<file path="config.mk">
export PLATFORM = sky130hd
export DESIGN_NAME = uart_tx_arbiter_flat
export DESIGN_NICKNAME = d
export VERILOG_FILES = /design/src/rtl/uart_tx_arbiter_if.sv /design/src/rtl/uart_tx_arbiter.sv /design/src/flat_wrapper.sv
export SDC_FILE = /design/constraint.sdc
export NUM_CORES = 1
export LEC_CHECK = 0
export ABC_AREA = 1
export CORE_MARGIN = 3
export CORE_UTILIZATION = 43
export CTS_CLUSTER_SIZE = 40
export DETAILED_ROUTE_END_ITERATION = 10
export PLACE_DENSITY_LB_ADDON = 0.15
export SLEW_MARGIN = 20
export SYNTH_ARGS = -nofsm -noshare
export SYNTH_HDL_FRONTEND = slang
export SYNTH_SLANG_ARGS = --single-unit
</file>
<file path="constraint.sdc">
create_clock -name clk -period 1.79 [get_ports clk]
set_input_delay 0.537 -clock clk [delete_from_list [all_inputs] [get_ports clk]]
set_output_delay 0.537 -clock clk [all_outputs]
set_load 0.03 [all_outputs]
</file>
<file path="src/rtl/uart_tx_arbiter_if.sv">
// Byte-producer and transmitter-side signals shared between the requesters and the UART arbiter.
// The producer side uses the master modport and the arbiter uses the slave modport.
interface uart_tx_arbiter_if #(
    parameter int NUM_REQ = 4,
    parameter int ID_W    = 2
);
    logic [NUM_REQ-1:0]   req_valid;
    logic [8*NUM_REQ-1:0] req_data;
    logic [NUM_REQ-1:0]   req_ready;
    logic                 tx_start;
    logic [7:0]           tx_data;
    logic                 tx_busy;
    logic [ID_W-1:0]      grant_id;

    modport master (
        output req_valid, req_data,
        input  req_ready, tx_start, tx_data, tx_busy, grant_id
    );

    modport slave (
        input  req_valid, req_data,
        output req_ready, tx_start, tx_data, tx_busy, grant_id
    );
endinterface

</file>
<file path="src/rtl/uart_tx_arbiter.sv">
// Round-robin arbiter sharing one UART transmitter between NUM_REQ byte producers,
// pacing frames with its own guard counter instead of the transmitter's done flag.
module uart_tx_arbiter #(
    parameter int NUM_REQ      = 4,
    parameter int ID_W         = 2,
    parameter int FRAME_CYCLES = 11
) (
    input logic              clk,
    input logic              reset,
    uart_tx_arbiter_if.slave bus
);
    localparam int CNT_W = $clog2(FRAME_CYCLES) + 1;

    typedef enum logic [1:0] {S_IDLE, S_GRANT, S_ISSUE, S_WAIT} state_e;

    state_e               state_q, state_d;
    logic [ID_W-1:0]      ptr_q, ptr_d;
    logic [CNT_W-1:0]     cnt_q, cnt_d;
    logic [ID_W-1:0]      grant_id_q, grant_id_d;
    logic [NUM_REQ-1:0]   req_ready_q, req_ready_d;
    logic                 tx_start_q, tx_start_d;
    logic [7:0]           tx_data_q, tx_data_d;
    logic                 tx_busy_q, tx_busy_d;

    logic [7:0]           byte_arr [NUM_REQ];
    logic [NUM_REQ-1:0]   above_ptr;
    logic [NUM_REQ-1:0]   hi_mask;
    logic [NUM_REQ-1:0]   pick;
    logic [NUM_REQ-1:0]   pick_onehot;
    logic [NUM_REQ-1:0]   id_bit_mask [ID_W];
    logic [ID_W-1:0]      winner;
    logic                 any_valid;
    logic                 grant_valid;

    // Requesters above the pointer win first; otherwise the search wraps to the lowest index.
    for (genvar gi = 0; gi < NUM_REQ; gi++) begin : g_req
        assign byte_arr[gi]  = bus.req_data[8*gi +: 8];
        assign above_ptr[gi] = (ID_W'(gi) > ptr_q);
        for (genvar gb = 0; gb < ID_W; gb++) begin : g_bit
            assign id_bit_mask[gb][gi] = ((gi >> gb) % 2 == 1) ? pick_onehot[gi] : 1'b0;
        end
    end

    for (genvar gi = 0; gi < ID_W; gi++) begin : g_enc
        assign winner[gi] = |id_bit_mask[gi];
    end

    assign hi_mask     = bus.req_valid & above_ptr;
    assign pick        = (|hi_mask) ? hi_mask : bus.req_valid;
    assign pick_onehot = pick & (~pick + NUM_REQ'(1));
    assign any_valid   = |bus.req_valid;
    assign grant_valid = bus.req_valid[grant_id_q];

    always_ff @(posedge clk) begin
        if (!reset) begin
            state_q     <= S_IDLE;
            ptr_q       <= ID_W'(NUM_REQ - 1);
            cnt_q       <= '0;
            grant_id_q  <= '0;
            req_ready_q <= '0;
            tx_start_q  <= 1'b0;
            tx_data_q   <= 8'h00;
            tx_busy_q   <= 1'b0;
        end else begin
            state_q     <= state_d;
            ptr_q       <= ptr_d;
            cnt_q       <= cnt_d;
            grant_id_q  <= grant_id_d;
            req_ready_q <= req_ready_d;
            tx_start_q  <= tx_start_d;
            tx_data_q   <= tx_data_d;
            tx_busy_q   <= tx_busy_d;
        end
    end

    always_comb begin
        state_d = state_q;
        ptr_d   = ptr_q;
        cnt_d   = cnt_q;
        case (state_q)
            S_IDLE:  if (any_valid) state_d = S_GRANT;
            S_GRANT: begin
                // A requester that withdraws its byte loses the slot without moving the pointer.
                if (grant_valid) begin
                    state_d = S_ISSUE;
                    ptr_d   = grant_id_q;
                end else begin
                    state_d = S_IDLE;
                end
            end
            S_ISSUE: begin
                state_d = S_WAIT;
                cnt_d   = CNT_W'(FRAME_CYCLES - 1);
            end
            S_WAIT: begin
                if (cnt_q == '0) state_d = S_IDLE;
                else             cnt_d   = cnt_q - CNT_W'(1);
            end
            default: state_d = S_IDLE;
        endcase
    end

    always_comb begin
        req_ready_d = '0;
        tx_start_d  = 1'b0;
        tx_data_d   = tx_data_q;
        tx_busy_d   = tx_busy_q;
        grant_id_d  = grant_id_q;
        case (state_q)
            S_IDLE: begin
                tx_busy_d = 1'b0;
                if (any_valid) begin
                    req_ready_d = pick_onehot;
                    grant_id_d  = winner;
                    tx_busy_d   = 1'b1;
                end
            end
            S_GRANT: begin
                if (grant_valid) begin
                    tx_start_d = 1'b1;
                    tx_data_d  = byte_arr[grant_id_q];
                end else begin
                    tx_busy_d = 1'b0;
                end
            end
            S_WAIT:  if (cnt_q == '0) tx_busy_d = 1'b0;
            default: ;
        endcase
    end

    assign bus.req_ready = req_ready_q;
    assign bus.tx_start  = tx_start_q;
    assign bus.tx_data   = tx_data_q;
    assign bus.tx_busy   = tx_busy_q;
    assign bus.grant_id  = grant_id_q;
endmodule

</file>
<file path="src/flat_wrapper.sv">
// flat-port wrapper written by rule: the top's interface ports become plain ports
module uart_tx_arbiter_flat 
#(
    parameter int NUM_REQ      = 4,
    parameter int ID_W         = 2,
    parameter int FRAME_CYCLES = 11
)
  (clk, reset, bus_req_valid, bus_req_data, bus_req_ready, bus_tx_start, bus_tx_data, bus_tx_busy, bus_grant_id);
  uart_tx_arbiter_if #(.NUM_REQ(NUM_REQ), .ID_W(ID_W)) bus_i ();
  input logic clk;
  input logic reset;
  input wire logic [$bits(bus_i.req_valid)-1:0] bus_req_valid;
  input wire logic [$bits(bus_i.req_data)-1:0] bus_req_data;
  output wire logic [$bits(bus_i.req_ready)-1:0] bus_req_ready;
  output wire logic [$bits(bus_i.tx_start)-1:0] bus_tx_start;
  output wire logic [$bits(bus_i.tx_data)-1:0] bus_tx_data;
  output wire logic [$bits(bus_i.tx_busy)-1:0] bus_tx_busy;
  output wire logic [$bits(bus_i.grant_id)-1:0] bus_grant_id;
  assign bus_i.req_valid = bus_req_valid;
  assign bus_i.req_data = bus_req_data;
  assign bus_req_ready = bus_i.req_ready;
  assign bus_tx_start = bus_i.tx_start;
  assign bus_tx_data = bus_i.tx_data;
  assign bus_tx_busy = bus_i.tx_busy;
  assign bus_grant_id = bus_i.grant_id;
  uart_tx_arbiter #(.NUM_REQ(NUM_REQ), .ID_W(ID_W), .FRAME_CYCLES(FRAME_CYCLES)) u_core (.clk(clk), .reset(reset), .bus(bus_i));
endmodule
</file>
# Word level (Yosys, flattened, before mapping)
# Cells that the tools add are included.
dict set report word_totals {
  in_bits 38
  regBits 25
  word_cells 59
}
dict set report op_classes {
  eq_ne 7
  muxes 17
  n_bitwise 4
  reduce_logical 15
  addsub 2
  magnitude_cmp 6
}
# cell n
set ops {}
lappend ops {{$bmux 8 s2} 1}
lappend ops {{$mux 8} 2}
lappend ops {{$pmux 5 s2} 1}
lappend ops {{$reduce_and 2->1} 5}
lappend ops {{$and 4x4->4} 2}
lappend ops {{$pmux 2 s4} 1}
lappend ops {{$reduce_or 4->1} 2}
lappend ops {{$mux 2} 3}
lappend ops {{$reduce_and 3->1} 2}
lappend ops {{$logic_not 5->1} 1}
lappend ops {{$mux 1} 5}
lappend ops {{$mux 5} 1}
lappend ops {{$sub 5x1->5 const B} 1}
lappend ops {{$add 4x1->4 const B} 1}
lappend ops {{$eq 2x2->1 const B} 2}
lappend ops {{$gt 1x2->1 const A} 2}
lappend ops {{$gt 2x2->1 const A} 2}
lappend ops {{$mux 4} 1}
lappend ops {{$ne 2x1->1 const B} 2}
lappend ops {{$ne 2x2->1 const B} 2}
lappend ops {{$not 4->4} 1}
lappend ops {{$reduce_or 2->1} 2}
lappend ops {{$ge 3x3->1 const B} 1}
lappend ops {{$lt 2x3->1 const B} 1}
lappend ops {{other kinds (7)} 7}

# Depth between registers and ports, before layout
dict set report depth {
  word_depth 8
  depth_mapped 12
  depth_no_buf 12
}

# Worst setup path after synthesis
# OpenSTA, ideal clock, no wires.
dict set report synth_path {
  kind {register to register}
  startpoint {reg u_core.grant_id_q[1] (netlist: u_core.bus.grant_id[1])}
  endpoint {reg u_core.tx_busy_q (netlist: u_core.bus.tx_busy)}
  stages_incl_launch_ff 10
  arrival_ps 1303
  setup_slack_ps 378
  setup_ps 109
  cell_sequence {dfxtp_1 > buf_2 > a21oi_1 > o21ai_1 > nand2_1 > buf_6 > nand3_2 > nand3_1 > nand2_1 > inv_1}
}
dict set report synth_via {
  elab_chain_cells 4
}
# item line
set synth_rtl {}
lappend synth_rtl {{start: declaration} uart_tx_arbiter.sv:19} ;# logic [ID_W-1:0] grant_id_q, grant_id_d;
lappend synth_rtl {{start signal: assignment} uart_tx_arbiter.sv:68} ;# grant_id_q <= grant_id_d;
lappend synth_rtl {{$bmux 1 s2} uart_tx_arbiter.sv:52} ;# assign grant_valid = bus.req_valid[grant_id_q];
lappend synth_rtl {{$mux 1 (implied by the code)} uart_tx_arbiter.sv:52}
lappend synth_rtl {{$ne 2x2->1 (no line)} n/a}
lappend synth_rtl {{$reduce_and 3->1 (no line)} n/a}
lappend synth_rtl {{end signal: assignment} uart_tx_arbiter.sv:72} ;# tx_busy_q <= tx_busy_d;
lappend synth_rtl {{end: declaration} uart_tx_arbiter.sv:23} ;# logic tx_busy_q, tx_busy_d;
# No other way between the ends. The select of a mux whose other input is x is not followed.
# A chain may end at the register's enable or synchronous reset.

# Final worst setup path
dict set report layout_path {
  startpoint {reg u_core.tx_data_q[5] (netlist: u_core.bus.tx_data[5])}
  endpoint {out bus_tx_data[5]}
}
# item line
set layout_rtl {}
lappend layout_rtl {{start: declaration} uart_tx_arbiter.sv:22} ;# logic [7:0] tx_data_q, tx_data_d;
lappend layout_rtl {{start signal: assignment} uart_tx_arbiter.sv:71} ;# tx_data_q <= tx_data_d;
lappend layout_rtl {{end: declaration} flat_wrapper.sv:16} ;# output wire logic [$bits(bus_i.tx_data)-1:0] bus_tx_data;
# No word-level cell between the ends.

==> key figures <==
Worst setup path
  • Cell count of the worst reg-to-reg path: 10
  • Worst EP required: 1250 ps
  • Cell family with most CP delay: buffers and inverters
  • Slowest CP cell: dlygate4sd2_1
  • Worst-path cell chain: dlygate4sd2_1
  • CP max stage delay: 420 ps
  • Bufs and invs on worst path: 1
  • WP data arrival: between 1000 and 1500 ps
  • CP Capture Type: primary output
  • Worst-path fanout max: 2
  • Setup CP Type: flip-flop to primary output
  • Crit start category: flip-flop
  • Crit path depth: 1

Synthesis
  • Yosys top cell area share: 36.0%
  • Post-synthesis sequential area ratio: a little over a third
  • Top cells by area, synth: dfxtp_1 (36%), nor2_1 (9.4%), o21ai_0 (9.0%)
  • Post-Syn Area: 1390 sq um
  • Unique masters post-synth: 23
  • Synth warn: 0
  • Synth Instances: about 200
  • Post-synth top area cell: dfxtp_1
  • Syn Nets: about 240
  • Avg Cell Area, Syn: 6.79 sq um
  • Synth Register Bits: 25

Route
  • Detail Route Antenna Nets: 0
  • TritonRoute pass-1 iters: 4
  • Final wirelength: around 3.5 mm
  • # DRC: 0
  • 1st-iter DRT viols: 88
  • Detail-routed net length per standard cell: 11.3 um
  • Via density: between 4 and 5
  • Total number of vias: around 1.5k

Placement
  • Final GP Congestion: 0.870
  • HPWL Detailed: ~2.8 mm
  • Cell area after placement: just under 2000 sq um
  • Number of port buffers: 53

Timing
  • RSZ-0062 raised after global routing: no
  • Worst Skew: 5.79 ps
  • Least-Margin Pin Slew: 314 ps
  • TNS Setup: 0 ps
  • Fin crit share: between 90 and 100%
  • Count of final hold-check violations: 0
  • Slew headroom: between 70% and 80%
  • Hold_ws: ~470 ps
  • Setup violators final: 0
  • Fmax: between 500 and 600 MHz
  • Period minus WS final: between 1500 and 2000 ps
  • Pins Over Slew Limit: 0

Die
  • Core area: between 3000 and 4000 sq um
  • Chip Height: about 63 um
  • Initial core utilization: a little under half
  • I/O pins: 54
  • Die footprint: between 3000 and 4000 sq um
  • Die span in x: around 63 um
  • Row count: 20

Global route
  • Total gr overflow: 0
  • Initial antenna violation count: 0
  • Vias in the first global route: between 1k and 1.5k
  • Global-route wire length before repair: slightly below 6 mm
  • Largest net degree at the start of global routing: 22
  • Overall global routing resource usage: between 10% and 20%

Clocking
  • Clock transition at path regs: 140 ps
  • Clk root buf: clkbuf_4
  • CTS tree: built
  • Clock latency at the later pin of the worst-skew pair: ~320 ps
  • CTS Buf Count: 3
  • H-Tree Level Count: 1
  • CTS Sinks: 25
  • CTS Buffer Depth: 2
  • # Post-CTS Setup Buffers: 0

Hold path
  • WHS Path Cells: 2
  • Tightest Hold Check Type: flip-flop to flip-flop

Cells and area
  • Antenna fix cells: 0
  • Layout Cell Area excl Fill: between 2000 and 2500 sq um
  • Layout area overhead: 44.0%
  • Most frequent cells in the layout: clkdlybuf4s50_1 (37), nor2_1 (35), nand2_1 (32)
  • Commonest non-fill, non-tap cell in the layout: clkdlybuf4s50_1
  • Number of nets in the layout: 304
  • Ratio of cells with drive above 1 in the final layout: between 10% and 20%

Power and ir drop
  • Power Density: between 800 and 900 nW/um^2
  • Peak VDD IR: ~0.68 mV
  • Leakage Power: 0.927 nW

Run status
  • Outcome: finished clean

Job
  • Max-Cap Viols: 0
state kept, by name, summed over array words and instances (netlist names), named ones only:
| signal | cells |
|---|---|
| u_core.bus.tx_start | 1 |
| u_core.bus.grant_id | 2 |
| u_core.bus.tx_busy | 1 |
| u_core.bus.tx_data | 8 |
| u_core.ptr_q | 2 |
| u_core.state_q | 1 |
| u_core.cnt_q | 5 |
| u_core.bus.req_ready | 4 |
path summary, 6_finish.rpt:
kind / slack, ps / endpoint / from
hold / removal: 470 / u_core.cnt_q[4] / u_core.cnt_q[4]
hold reg to reg: 470 / u_core.cnt_q[4] / u_core.cnt_q[4]
setup reg to reg: 300 / u_core.cnt_q[3] / u_core.cnt_q[0]
setup / recovery: 120 / bus_tx_data[5] / u_core.bus.tx_data[5]
synthesized netlist by cell type, drive strengths merged:
master and number:
o211ai 3, ha 1, nand3 17, nand2 40, nor2 35, xnor2 1
clkbuf 2, dfxtp 25, a31oi 1, clkinv 1, inv 21, and2 1
o21ai 31, a21o 1, nand4 2, buf 8, a21oi 15
logic make-up (layout without fill, tap and decap cells):
kind of cell	Yosys count	in the layout	synth area share (%)
AND/OR/NAND/NOR	95	95	29.5
AO/OA/AOI/OAI	51	51	21.8
buffers and inverters	32	91	11.2
flip-flops	25	25	36.0
adder cells (fa/ha/maj)	1	1	0.899
XOR/XNOR	1	1	0.630
routing by layer:
layer	GRT usage, %	vias to the layer above	share of wire, %
met3	5.22	4	5.1
met2	29.1	45	46
li1	-	787	-
met5	0	-	0
met1	23.0	627	48
met4	4.41	0	0.69
power breakdown:
group	switching [mW]	leakage (nW)	internal (mW)	total, mW
combinational	0.483	0.708	0.329	0.812
clock	0.172	0.0139	0.0855	0.257
sequential	0.0644	0.205	0.635	0.699
total	0.719	0.927	1.05	1.77
cell type report:
cell class              instances  area (sq um)
clock buffers                   3          22.5
clock inverters                 1          7.51
fillers                       309          1070
inverters                      22          83.8
multi-input cells             148           734
flip-flops and latches         25           502
well taps                      44          55.1
repair buffers                 65           598
metrics by stage:
stage          instances  worst slack [ps]  total power, mW  utilization [%]
6_report             308               120             1.77             65.1
4_1_cts              308              46.6             1.78             65.0
3_3_place_gp         304              -130             1.55             64.6
5_1_grt              308              73.0             1.90             65.1
3_5_place_dp         304              -138             1.55             64.6
2_1_floorplan        205               378             1.27                -
what timing repair did:
action	4_1_cts	5_1_grt
pin swaps	0	0
gates resized for setup	14	1
endpoints found under the setup margin	14	2
hold buffers	0	0
(Power assumes the default switching activity.)
